`src/rtl/axi4_lite_slave_shared.sv`:
```
// AXI4-Lite slave funnelling reads and writes onto one shared register-bank port.
// Optional access timeout enabled by defining AXI4_LITE_SLAVE_SHARED_TIMEOUT_EN.
module axi4_lite_slave_shared #(
   parameter int              addr_width     = 7,
   parameter int              data_width     = 32,
   parameter longint unsigned addr_limit     = 64'd1 << addr_width,
   parameter int              timeout_cycles = 255
) (
   input  logic                      clk,
   input  logic                      rst,
   output logic                      access_req,
   output logic                      access_write,
   output logic [addr_width-1:0]     access_addr,
   output logic [data_width-1:0]     access_wdata,
   output logic [data_width/8-1:0]   access_wstrb,
   input  logic                      access_ready,
   input  logic                      access_error,
   input  logic [data_width-1:0]     access_rdata,
   input  logic [addr_width-1:0]     s_axi_awaddr,
   input  logic [2:0]                s_axi_awprot,
   input  logic                      s_axi_awvalid,
   output logic                      s_axi_awready,
   input  logic [data_width-1:0]     s_axi_wdata,
   input  logic [data_width/8-1:0]   s_axi_wstrb,
   input  logic                      s_axi_wvalid,
   output logic                      s_axi_wready,
   output logic [1:0]                s_axi_bresp,
   output logic                      s_axi_bvalid,
   input  logic                      s_axi_bready,
   input  logic [addr_width-1:0]     s_axi_araddr,
   input  logic [2:0]                s_axi_arprot,
   input  logic                      s_axi_arvalid,
   output logic                      s_axi_arready,
   output logic [data_width-1:0]     s_axi_rdata,
   output logic [1:0]                s_axi_rresp,
   output logic                      s_axi_rvalid,
   input  logic                      s_axi_rready
);

   localparam int                    lsb_w    = $clog2(data_width / 8);
   localparam logic [addr_width-1:0] lsb_mask = addr_width'((1 << lsb_w) - 1);

   typedef enum logic [1:0] {IDLE, ACCESS, BRESP, RRESP} state_t;

   state_t                    state, state_next;
   logic                      last_grant_write;
   logic                      write_q;
   logic [addr_width-1:0]     addr_q;
   logic [data_width-1:0]     wdata_q;
   logic [data_width/8-1:0]   wstrb_q;
   logic [data_width-1:0]     rdata_q;
   logic [1:0]                resp_q;

   logic                      rd_pend, wr_pend, grant_wr, grant_rd;
   logic [addr_width-1:0]     addr_masked;
   logic                      dec_err, timeout_hit;

   logic unused_prot;
   assign unused_prot = ^{s_axi_awprot, s_axi_arprot};

   // Round-robin: on contention, the side not served last wins.
   assign rd_pend     = s_axi_arvalid;
   assign wr_pend     = s_axi_awvalid && s_axi_wvalid;
   assign grant_wr    = wr_pend && (!rd_pend || !last_grant_write);
   assign grant_rd    = rd_pend && (!wr_pend || last_grant_write);
   assign addr_masked = (grant_wr ? s_axi_awaddr : s_axi_araddr) & ~lsb_mask;
   assign dec_err     = 64'(addr_masked) >= addr_limit;

`ifdef AXI4_LITE_SLAVE_SHARED_TIMEOUT_EN
   localparam int cnt_w = (timeout_cycles > 1) ? $clog2(timeout_cycles) : 1;
   logic [cnt_w-1:0] wait_cnt;

   assign timeout_hit = (state == ACCESS) && !access_ready &&
                        (wait_cnt == cnt_w'(timeout_cycles - 1));

   always_ff @(posedge clk) begin
      if (rst || state == IDLE) wait_cnt <= '0;
      else if (state == ACCESS && !access_ready) wait_cnt <= wait_cnt + 1'b1;
   end
`else
   logic unused_timeout;
   assign unused_timeout = ^32'(timeout_cycles);
   assign timeout_hit    = 1'b0;
`endif

   always_ff @(posedge clk) begin
      if (rst) state <= IDLE;
      else     state <= state_next;
   end

   // NOTE: every output of this block gets a default first, so no path leaves a latch behind.
   always_comb begin
      state_next    = state;
      s_axi_awready = 1'b0;
      s_axi_wready  = 1'b0;
      s_axi_arready = 1'b0;
      case (state)
         IDLE: if (!rst) begin
            if (grant_wr) begin
               s_axi_awready = 1'b1;
               s_axi_wready  = 1'b1;
               state_next    = dec_err ? BRESP : ACCESS;
            end else if (grant_rd) begin
               s_axi_arready = 1'b1;
               state_next    = dec_err ? RRESP : ACCESS;
            end
         end
         ACCESS: if (access_ready || timeout_hit) state_next = write_q ? BRESP : RRESP;
         BRESP:  if (s_axi_bready) state_next = IDLE;
         RRESP:  if (s_axi_rready) state_next = IDLE;
         default: state_next = IDLE;
      endcase
   end

   // NOTE: sequential state uses non-blocking assignments so every register samples pre-edge values.
   always_ff @(posedge clk) begin
      if (rst) begin
         last_grant_write <= 1'b1;
         write_q          <= 1'b0;
         addr_q           <= '0;
         wdata_q          <= '0;
         wstrb_q          <= '0;
         rdata_q          <= '0;
         resp_q           <= 2'b00;
      end else if (state == IDLE) begin
         if (grant_wr || grant_rd) begin
            last_grant_write <= grant_wr;
            write_q          <= grant_wr;
            addr_q           <= addr_masked;
            wdata_q          <= grant_wr ? s_axi_wdata : '0;
            wstrb_q          <= grant_wr ? s_axi_wstrb : '0;
            rdata_q          <= '0;
            resp_q           <= dec_err ? 2'b11 : 2'b00;
         end
      end else if (state == ACCESS) begin
         if (access_ready) begin
            rdata_q <= access_rdata;
            resp_q  <= access_error ? 2'b10 : 2'b00;
         end else if (timeout_hit) begin
            rdata_q <= '0;
            resp_q  <= 2'b10;
         end
      end
   end

   assign access_req   = (state == ACCESS);
   assign access_write = write_q;
   assign access_addr  = addr_q;
   assign access_wdata = wdata_q;
   assign access_wstrb = wstrb_q;
   assign s_axi_bvalid = (state == BRESP);
   assign s_axi_bresp  = resp_q;
   assign s_axi_rvalid = (state == RRESP);
   assign s_axi_rresp  = resp_q;
   assign s_axi_rdata  = rdata_q;

endmodule
```
`config.mk`:
```
export PLATFORM = sky130hd
export DESIGN_NAME = axi4_lite_slave_shared
export DESIGN_NICKNAME = d
export VERILOG_FILES = /design/src/rtl/axi4_lite_slave_shared.sv
export SDC_FILE = /design/constraint.sdc
export NUM_CORES = 1
export LEC_CHECK = 0
export ABC_AREA = 1
export BUFFER_PORTS_ARGS = -buffer_cell sky130_fd_sc_hd__buf_2
export CORE_ASPECT_RATIO = 0.6
export CORE_UTILIZATION = 46
export DETAILED_ROUTE_END_ITERATION = 16
export PLACE_DENSITY = 0.93
export SYNTH_ARGS = -nofsm -noshare
export SYNTH_HDL_FRONTEND = slang
export SYNTH_SLANG_ARGS = --single-unit
```
`constraint.sdc`:
```
create_clock -name clk -period 3.75 [get_ports clk]
set_input_delay 0.5625 -clock clk [delete_from_list [all_inputs] [get_ports clk]]
set_output_delay 0.5625 -clock clk [all_outputs]
set_load 0.005 [all_outputs]
```
==> results of run 1 <==
-- metrics by stage --
step / area (um^2) / util (%) / hold WS [ns] / setup slack [ns] / cells
after floorplan: 3000 / - / 0.442 / 1.80 / 396
after global placement: 3780 / 61.0 / 0.454 / 1.29 / 619
after detailed placement: 3780 / 61.0 / 0.458 / 1.24 / 619
after CTS: 4010 / 64.8 / 0.397 / 1.23 / 634
after global routing: 4010 / 64.8 / 0.392 / 1.07 / 634
final: 4010 / 64.8 / 0.409 / 1.21 / 634
-- metal layers --
layer	vias up	track usage (%)
met1	1411	25.3
li1	1556	-
met5	-	0
met4	0	4.69
met2	123	39.3
met3	2	7.44
-- logic make-up (layout without fill, tap and decap cells) --
logic type             after synthesis  after routing
AO/OA/AOI/OAI                       35             35
other                                1              4
AND/OR/NAND/NOR                    230            230
flip-flops                          78             78
buffers and inverters               49            203
-- area by class of cell --
cell class | instances | area (um^2) | area share [%]
flip-flops and latches | 78 | 1560 | 38.9
multi-input cells | 269 | 1190 | 29.6
repair buffers | 170 | 856 | 21.3
clock buffers | 11 | 141 | 3.52
well taps | 84 | 105 | 2.62
clock inverters | 4 | 95.1 | 2.37
inverters | 18 | 67.6 | 1.68
-- worst max-delay path, delay by kind of cell --
| family | cells | cell delay (ns) |
|---|---|---|
| buffers and inverters | 4 | 1.06 |
| AND/OR/NAND/NOR | 3 | 0.35 |
-- how the worst max path moves through the flow --
stage                        end  slack [ns]  cells past startpoint                           from
finish              s_axi_wready        1.21                      7                  s_axi_arvalid
CTS                 s_axi_wready        1.23                      7                  s_axi_arvalid
global placement    s_axi_wready        1.29                      7                  s_axi_arvalid
global route        s_axi_wready        1.07                      6  last_grant_write$_SDFFE_PP1P_
floorplan           s_axi_wready        1.80                      7                  s_axi_arvalid
detailed placement  s_axi_wready        1.24                      7                  s_axi_arvalid
-- Yosys cell counts, drive strengths merged --
| cell type | n |
|---|---|
| nand2 | 131 |
| a21oi | 34 |
| nor2 | 15 |
| nor4 | 1 |
| nand3b | 1 |
| conb | 1 |
| buf | 26 |
| dfxtp | 78 |
| clkbuf | 5 |
| inv | 18 |
| o21ai | 1 |
| nand3 | 82 |
-- power by group through the flow --
| stage | Combinational [W] | Sequential [W] | Clock [W] |
|---|---|---|---|
| final | 0.000241 | 0.000891 | 0.000734 |
| after global routing | 0.000270 | 0.000896 | 0.000792 |
| after CTS | 0.000243 | 0.000891 | 0.000752 |
| after detailed placement | 0.000242 | 0.000910 | 0 |
| after global placement | 0.000235 | 0.000907 | 0 |
| after floorplan | 0.000140 | 0.000912 | 0 |
-- layout by cell type (no fill, tap or decap) --
cell type  netlist  routed
nor2_1          13      13
nand3_1         80      80
nand2_1        129     129
bufinv_16        0       3
buf_4            9       2
a21oi_1         34      34
inv_2            4       4
clkbuf_1         5       1
nor2_4           1       1
nand3_2          2       2
o21ai_0          1       1
conb_1           1       4
clkinv_2         0       1
buf_2           12     168
inv_1           14      14
dfxtp_1         78      78
nor2_2           1       1
nand3b_1         1       1
clkbuf_8         0      10
nor4_1           1       1
nand2_2          2       2
-- flip-flops by register name, indices dropped and copies added, names as in the netlist --
register          cells
access_wdata         32
access_addr           5
s_axi_bresp           1
access_write          1
last_grant_write      1
state                 2
access_wstrb          4
s_axi_rdata          32
==> reports/results.tsv, run 1 <==
stage	metric	value	unit
status	status	finished clean	
clock_tree	clkTransAtPathRegs	0.08	ns
sta	post-route-min-period	2.54	ns
clock_tree	cts_resized	0	
die	coreArea	6190	um^2
worst_hold_path	worstHoldStart	s_axi_wdata[7]	
setup_path	crit_type	primary input to output port	
setup_path	max_stage_delay	0.46	ns
power_and_ir_drop	p_comb_share	12.9	%
grt	antenna_found_initial	0	
power_and_ir_drop	power_frac_clock	39.3	%
setup_path	startpoint_type	primary input	
synthesis	synth.largest_area_cell	dfxtp_1	
setup_path	crit_path_cell_trace	buf_2 > nand2_1 > nand3_2 > inv_1 > nand3_2 > inv_2 > buf_2	
drt	wl_met2	3750	um
clock_tree	cts_buffers	9	
cells_and_area	n_fill_cell	535	
power_and_ir_drop	p_leak	2.19	nW
setup_path	r2r_cells	6	
sta	max-slew-margin-rel	43.2	%
drt	met3_length	573	um
worst_hold_path	hp-class	primary input to register	
synthesis	synth_compound_area_share	5.85	%
cells_and_area	drive_gt1_share	35.3	%
setup_path	crit_slowest_cell	inv_2	
synthesis	yosys_warnings	0	
synthesis	syn_area_per_cell	7.62	um^2
synthesis	yosys-mux-area-fraction	0	%
synthesis	seq_area_frac_synth	52.2	%
drt	routed.top_layer	met4	
sta	report.final.slew_viol_count	0	
clock_tree	clock-sinks	78	
place	dp_hpwl	5390	um
die	ios	183	
worst_hold_path	hold_depth	3	
power_and_ir_drop	seqPwrFrac	47.8	%
clock_tree	cts_tree	done	
die	row_count	22	
clock_tree	cts_htree_levels	3	
place	portBuffers	168	
die	die_area	6840	um^2
drt	drc_errors	0	
sta	timing.final.crit_share	67.8	%
synthesis	synthXorXnorAreaFrac	0	%
cells_and_area	area_growth	34.1	%
drt	drt_first_pass_iters	4	
cells_and_area	antenna_cells	0	
clock_tree	cts_root_buf	clkbuf_8	
flow_run	drv_cap	0	
setup_path	r2r_end	s_axi_rdata[31]$_SDFFE_PP0P_	
sta	finalSetupViolCount	0	
die	die_w	106	um
sta	hold_violations	0	
grt	first_global_vias	2725	
synthesis	syn_area	2990	um^2
grt	grt_max_degree	48	
clock_tree	clk_latency	0.34	ns
worst_hold_path	holdPathEnd	access_wdata[7]$_SDFFE_PP0P_	
synthesis	synthTopCellsByArea	dfxtp_1 (52%), nand2_1 (16%), nand3_1 (13%), a21oi_1 (5.7%), buf_4 (2.3%)	
power_and_ir_drop	p_int	0.00142	W
power_and_ir_drop	power.density	465	nW/um^2
drt	wl_met1	3220	um
setup_path	critPathCaptureType	output port	
sta	fin_skew	0.00882	ns
cells_and_area	final_nets	643	
drt	viasPerCell	4.88	
sta	tightest_slew	0.849	ns
power_and_ir_drop	irDropWorstVdd	315	uV
synthesis	ys_types	20	
synthesis	syn_inst	393	
sta	setup_tns	0	ns
drt	wirelength	7560	um
sta	fmax	393	MHz
synthesis	synthSimpleGateAreaFrac	33.3	%
setup_path	crit_arrival	1.98	ns
setup_path	required	3.19	ns
grt	grt_overflow_total	0	
drt	drt_iter0_drc	222	
drt	vias	3092	
clock_tree	hold_buffers	0	
setup_path	r2r_start	state[0]$_SDFFE_PP0P_	
clock_tree	postCtsSetupBuffers	0	
synthesis	synth-seq-cells	78	
power_and_ir_drop	p_switching	0.000446	W
drt	routedWlPerCell	11.9	um
synthesis	synth_top_area_share	52.2	%
setup_path	path_max_fanout	38	
sta	rsz0062_at_grt	false	
grt	grt_usage	21.8	%
die	die_height	64.5	um
place	place_congestion	0.798	
power_and_ir_drop	switching_share	23.9	%
drt	antenna_left	0	
clock_tree	ctsLongestPathBuffers	2	
die	floorplan.initialDensity	48.3	%
setup_path	r2r_slack	1.76	ns
synthesis	synth-adder-area-share	0	%
synthesis	synth_top_family_by_area	simple AND/OR/NAND/NOR gates	
power_and_ir_drop	power.total	0.00187	W
grt	grt_pass1_wl	11800	um
Power figures use the tool's default switching activity.
==> inputs of run 2 (changes only) <==
--- a/config.mk
+++ b/config.mk
@@ -8,9 +8,9 @@
 export ABC_AREA = 1
 export BUFFER_PORTS_ARGS = -buffer_cell sky130_fd_sc_hd__buf_2
 export CORE_ASPECT_RATIO = 0.6
-export CORE_UTILIZATION = 46
+export CORE_UTILIZATION = 39
 export DETAILED_ROUTE_END_ITERATION = 16
-export PLACE_DENSITY = 0.93
+export PLACE_DENSITY = 0.85
 export SYNTH_ARGS = -nofsm -noshare
 export SYNTH_HDL_FRONTEND = slang
 export SYNTH_SLANG_ARGS = --single-unit
==> constraint.sdc (replaced) <==
create_clock -name clk -period 2.2 [get_ports clk]
set_input_delay 0.33 -clock clk [delete_from_list [all_inputs] [get_ports clk]]
set_output_delay 0.33 -clock clk [all_outputs]
set_load 0.005 [all_outputs]
==> run 2 against run 1 <==
Utilization is 8.8 points lower; cell count rose by 3.8%; via count down 0.49%; worst hold slack lost 0.22 ns; flip-flop and latch count unchanged; clock power up 95%.
==> reports/results.tsv, run 2 (synthesized netlist as in run 1, its figures left out) <==
stage	metric	value	unit	change
setup_path	path_max_fanout	9		-76%
clock_tree	clock-sinks	78		unchanged
sta	max-slew-margin-rel	64.5	%	+21 points
die	die_height	69.9	um	+8.3%
clock_tree	postCtsSetupBuffers	0		unchanged
drt	routedWlPerCell	12.1	um	+1.8%
die	ios	183		unchanged
setup_path	crit_arrival	1.56	ns	-0.42 ns
grt	first_global_vias	2798		+2.7%
sta	timing.final.crit_share	85.8	%	
sta	hold_violations	0		unchanged
drt	viasPerCell	4.68		-4.1%
sta	rsz0062_at_grt	false		
clock_tree	clkTransAtPathRegs	0.06	ns	-0.02 ns
power_and_ir_drop	p_leak	2.23	nW	+1.9%
flow_run	drv_cap	0		unchanged
setup_path	startpoint_type	register		
clock_tree	cts_buffers	9		unchanged
cells_and_area	final_nets	647		+0.62%
cells_and_area	drive_gt1_share	35.7	%	+0.47 points
worst_hold_path	hp-class	primary input to register		
cells_and_area	area_growth	37.8	%	
clock_tree	cts_tree	done		
place	dp_hpwl	5800	um	+7.8%
grt	grt_usage	19.5	%	-2.4 points
cells_and_area	final_common_cell	buf_2		
cells_and_area	n_fill_cell	696		+30%
clock_tree	cts_root_buf	clkbuf_16		
power_and_ir_drop	power.density	820	nW/um^2	+76%
drt	drc_errors	0		unchanged
status	status	finished clean		
power_and_ir_drop	switching_share	24.5	%	+0.61 points
power_and_ir_drop	p_switching	0.000827	W	+86%
power_and_ir_drop	power_frac_clock	42.5	%	+3.2 points
die	die_area	8040	um^2	+17%
setup_path	crit_type	register to output port		
drt	antenna_left	0		unchanged
die	coreArea	7360	um^2	+19%
power_and_ir_drop	p_comb_share	12.5	%	-0.4 points
grt	grt_pass1_wl	12300	um	+4.4%
setup_path	required	1.87	ns	-1.32 ns
place	place_congestion	0.685		-14%
cells_and_area	final_cell_mix	buf_2 (168), nand2_1 (129), nand3_1 (80)		
sta	tightest_slew	0.531	ns	-0.318 ns
grt	antenna_found_initial	0		unchanged
place	portBuffers	168		unchanged
die	row_count	24		+9.1%
drt	drt_iter0_drc	138		-38%
sta	post-route-min-period	1.89	ns	
place	place_worst_setup_slack	0.424	ns	-0.811 ns
sta	fin_skew	0.00638	ns	-0.00243 ns
setup_path	critPathCaptureType	output port		
sta	report.final.slew_viol_count	0		unchanged
grt	grt_overflow_total	0		unchanged
drt	drt_first_pass_iters	4		unchanged
clock_tree	hold_buffers	0		unchanged
clock_tree	cts_resized	0		unchanged
die	floorplan.initialDensity	40.7	%	-7.6 points
cells_and_area	antenna_cells	0		unchanged
clock_tree	ctsLongestPathBuffers	2		unchanged
power_and_ir_drop	p_int	0.00255	W	+80%
place	numPlacedInstances	643		+3.9%
sta	finalSetupViolCount	0		unchanged
sta	fin_ws	0.312	ns	-0.894 ns
sta	setup_tns	0	ns	unchanged
cells_and_area	final_cells	658		+3.8%
power_and_ir_drop	irDropWorstVdd	421	uV	+34%
grt	grt_max_degree	40		-17%
sta	fmax	530	MHz	
drt	wirelength	7990	um	+5.6%
clock_tree	clk_latency	0.33	ns	about the same
power_and_ir_drop	seqPwrFrac	45.0	%	-2.8 points
die	die_w	115	um	+8.4%
clock_tree	cts_htree_levels	3		unchanged
drt	vias	3077		-0.49%
-- run 2: changes by cell type in the layout (fill, tap and decap cells not counted), sizes merged --
cell and change:
clkinv +1, bufinv -2, clkinvlp +1, buf +4
-- run 2: worst paths after layout --
check	cells after the start	to	startpoint	slack, ns
setup / recovery	6	s_axi_awready	last_grant_write$_SDFFE_PP1P_	0.31
hold / removal	3	access_wdata[22]$_SDFFE_PP0P_	s_axi_wdata[22]	0.19
setup reg to reg	8	access_wdata[14]$_SDFFE_PP0P_	last_grant_write$_SDFFE_PP1P_	0.55
hold reg to reg	2	access_wdata[25]$_SDFFE_PP0P_	access_wdata[25]$_SDFFE_PP0P_	0.47
-- run 2: layout make-up --
cell class	instances	area, um^2	share of cell area (%)
clock inverters	4	47.5	1.15
repair buffers	174	886	21.5
flip-flops and latches	78	1560	37.9
clock buffers	11	243	5.89
inverters	18	67.6	1.64
well taps	104	130	3.16
multi-input cells	269	1190	28.8
-- run 2: power groups by stage --
stage	registers [W]	clock network, W	logic, W
detailed placement	0.00155	0	0.000423
CTS	0.00152	0.00147	0.000423
global route	0.00153	0.00154	0.000470
floorplan	0.00155	0	0.000239
global placement	0.00155	0	0.000409
finish	0.00152	0.00143	0.000422
-- run 2: metal layers --
layer,track usage [%],wire length [um],vias to the layer above
li1,-,-,1566
met4,7.07,70,0
met2,33.5,3840,102
met1,22.5,3570,1400
met3,6.42,516,9
met5,0,0,-
-- run 2: critical path, stage by stage (launching register included) --
cell	delay [ns]
dfxtp_1	0.31
nand2_1	0.07
nand3_2	0.16
inv_1	0.27
nand3_2	0.13
inv_2	0.15
buf_2	0.13
-- run 2: metrics by stage --
stage,hold WS (ns),utilization (%),power (W),cell area [um^2]
after global routing,0.177,56.0,0.00354,4120
after CTS,0.173,56.0,0.00341,4120
after floorplan,0.433,-,0.00179,3000
after global placement,0.456,52.1,0.00196,3830
final,0.189,56.0,0.00338,4120
after detailed placement,0.462,52.1,0.00197,3830
==> inputs of run 3 (changes only) <==
--- a/config.mk
+++ b/config.mk
@@ -5,12 +5,11 @@
 export SDC_FILE = /design/constraint.sdc
 export NUM_CORES = 1
 export LEC_CHECK = 0
-export ABC_AREA = 1
 export BUFFER_PORTS_ARGS = -buffer_cell sky130_fd_sc_hd__buf_2
 export CORE_ASPECT_RATIO = 0.6
-export CORE_UTILIZATION = 39
+export CORE_UTILIZATION = 37
 export DETAILED_ROUTE_END_ITERATION = 16
-export PLACE_DENSITY = 0.85
+export PLACE_DENSITY = 0.83
 export SYNTH_ARGS = -nofsm -noshare
 export SYNTH_HDL_FRONTEND = slang
 export SYNTH_SLANG_ARGS = --single-unit
==> run 3 against run 2 <==
Clock power is 8% higher; largest cell class unchanged; first-iteration DRC count is 8.7% lower; register-to-register slack better by 0.06 ns.
==> reports/results.tsv, run 3 <==
stage	metric	value	unit	change
cells_and_area	final_cell_mix	buf_2 (168), dfxtp_1 (78), a22o_1 (68)		
grt	antenna_found_initial	0		unchanged
setup_path	startpoint_type	register		
sta	setup_tns	0	ns	unchanged
clock_tree	cts_htree_levels	3		unchanged
place	numPlacedInstances	462		-28%
setup_path	critPathCaptureType	output port		
sta	report.final.slew_viol_count	0		unchanged
cells_and_area	final_nets	483		-25%
clock_tree	ctsLongestPathBuffers	2		unchanged
power_and_ir_drop	power.density	881	nW/um^2	+7.5%
place	portBuffers	168		unchanged
die	ios	183		unchanged
die	die_height	68.2	um	-2.3%
grt	first_global_vias	2088		-25%
drt	wirelength	6670	um	-17%
synthesis	yosys_warnings	0		unchanged
synthesis	synth-seq-cells	78		unchanged
setup_path	crit_type	register to output port		
synthesis	synth.largest_area_cell	dfxtp_1		
sta	timing.final.crit_share	88.4	%	+2.5 points
worst_hold_path	worstHoldStart	access_rdata[11]		
synthesis	seq_area_frac_synth	57.7	%	+5.6 points
synthesis	async_reset_ff_share	0	%	unchanged
power_and_ir_drop	power.total	0.00340	W	+0.55%
place	dp_hpwl	4840	um	-17%
drt	routedWlPerCell	13.9	um	+15%
cells_and_area	final_common_cell	buf_2		
place	place_congestion	0.771		+13%
sta	post-route-min-period	1.94	ns	+0.0557 ns
grt	grt_usage	17.0	%	-2.4 points
setup_path	max_stage_delay	0.40	ns	+0.09 ns
synthesis	yosysMostFrequentCell	dfxtp_1		
setup_path	crit_slowest_cell	dfxtp_1		
clock_tree	postCtsSetupBuffers	0		unchanged
setup_path	required	1.87	ns	about the same
drt	drc_errors	0		unchanged
flow_run	drv_cap	0		unchanged
clock_tree	hold_buffers	0		unchanged
clock_tree	cts_tree	done		
sta	fin_skew	0.00574	ns	-0.000643 ns
synthesis	synthTopCellsByArea	dfxtp_1 (58%), a22o_1 (22%), buf_6 (2.9%), buf_4 (2.8%), a311oi_1 (1.6%)		
cells_and_area	fin_util	56.1	%	about the same
sta	hold_violations	0		unchanged
setup_path	crit_arrival	1.61	ns	+0.05 ns
die	floorplan.initialDensity	39.3	%	-1.3 points
synthesis	synth_top_area_share	57.7	%	+5.6 points
synthesis	syn_inst	222		-44%
die	die_area	7670	um^2	-4.6%
cells_and_area	antenna_cells	0		unchanged
synthesis	synth_edf_count	0		unchanged
worst_hold_path	hp-class	primary input to register		
setup_path	crit_path_cell_trace	nor2_1 > nor4b_4 > buf_12 > buf_2		
setup_path	path_max_fanout	39		+30
setup_path	r2r_start	state[0]$_SDFFE_PP0P_		
die	coreArea	6880	um^2	-6.5%
grt	grt_pass1_wl	9980	um	-19%
clock_tree	clock-sinks	78		unchanged
status	status	finished clean		
cells_and_area	area_growth	42.6	%	
sta	fmax	514	MHz	-2.9%
synthesis	ys_types	32		+60%
sta	rsz0062_at_grt	false		
drt	vias	2380		-23%
clock_tree	cts_buffers	9		unchanged
drt	drt_first_pass_iters	4		unchanged
sta	finalSetupViolCount	0		unchanged
power_and_ir_drop	p_leak	1.95	nW	-13%
power_and_ir_drop	irDropWorstVdd	474	uV	+13%
die	die_w	112	um	-2.4%
synthesis	syn_area_per_cell	12.2	um^2	+60%
clock_tree	cts_root_buf	clkbuf_16		
clock_tree	clkTransAtPathRegs	0.06	ns	about the same
clock_tree	clk_latency	0.32	ns	about the same
setup_path	crit_start	state[0]$_SDFFE_PP0P_		
grt	grt_overflow_total	0		unchanged
cells_and_area	final_cells	478		-27%
drt	drt_iter0_drc	126		-8.7%
die	row_count	23		-4.2%
grt	grt_max_degree	40		unchanged
cells_and_area	drive_gt1_share	49.6	%	+14 points
clock_tree	cts_resized	0		unchanged
drt	antenna_left	0		unchanged
synthesis	synth_common_cells	dfxtp_1 (78), a22o_1 (68), buf_4 (10)		
synthesis	syn_area	2710	um^2	-9.6%
drt	viasPerCell	4.98		+6.5%
synthesis	synth_flop_cell	dfxtp_1		
==> run 3: cell families after synthesis <==
family / Yosys count / share of synthesized area (%)
and+or+nand+nor: 23 / 5.37
buffers and inverters: 26 / 7.17
AOI/OAI and AO/OA: 94 / 29.6
DFF: 78 / 57.7
other: 1 / 0.139
==> run 3: area by class of cell <==
type / instances / area (um^2)
fillers: 615 / 3020
flip-flops and latches: 78 / 1560
multi-input cells: 121 / 967
repair buffers: 173 / 891
clock buffers: 11 / 233
well taps: 87 / 109
clock inverters: 5 / 83.8
inverters: 3 / 11.3
==> run 3: power by group <==
group | internal, W | switching, W
logic | 0.000173 | 0.000174
clock network | 0.000995 | 0.000540
registers | 0.00148 | 0.0000391
total | 0.00264 | 0.000754
==> run 3: worst max-delay path: cells and delay by family (launching register included) <==
kind                   cells  cell delay [ns]
flip-flops                 1             0.40
AND/OR/NAND/NOR            2             0.50
buffers and inverters      2             0.38
==> run 3: path summary, 6_finish.rpt <==
kind	endpoint	slack (ns)	cells after the start
worst max-delay path	s_axi_wready	0.26	4
worst min-delay path	s_axi_rdata[11]$_SDFFE_PP0P_	0.22	2
worst max register to register	s_axi_rdata[12]$_SDFFE_PP0P_	0.61	4
worst min register to register	access_wdata[24]$_SDFFE_PP0P_	0.47	1
==> run 3: per-layer routing <==
layer / part of all wire [%] / wire, um / GRT usage (%) / vias to the layer above
li1: - / - / - / 1168
met1: 47 / 3110 / 20.5 / 1098
met2: 45 / 3020 / 27.8 / 105
met3: 7.1 / 475 / 6.47 / 9
met4: 0.91 / 61 / 7.33 / 0
met5: 0 / 0 / 0 / -
==> run 3: through the flow <==
| stage | area (um^2) | hold WS [ns] | setup WS, ns |
|---|---|---|---|
| detailed placement | 3540 | 0.452 | 0.568 |
| global route | 3860 | 0.210 | 0.127 |
| CTS | 3860 | 0.203 | 0.237 |
| floorplan | 2720 | 0.455 | 0.780 |
| global placement | 3540 | 0.444 | 0.576 |
| finish | 3860 | 0.217 | 0.256 |
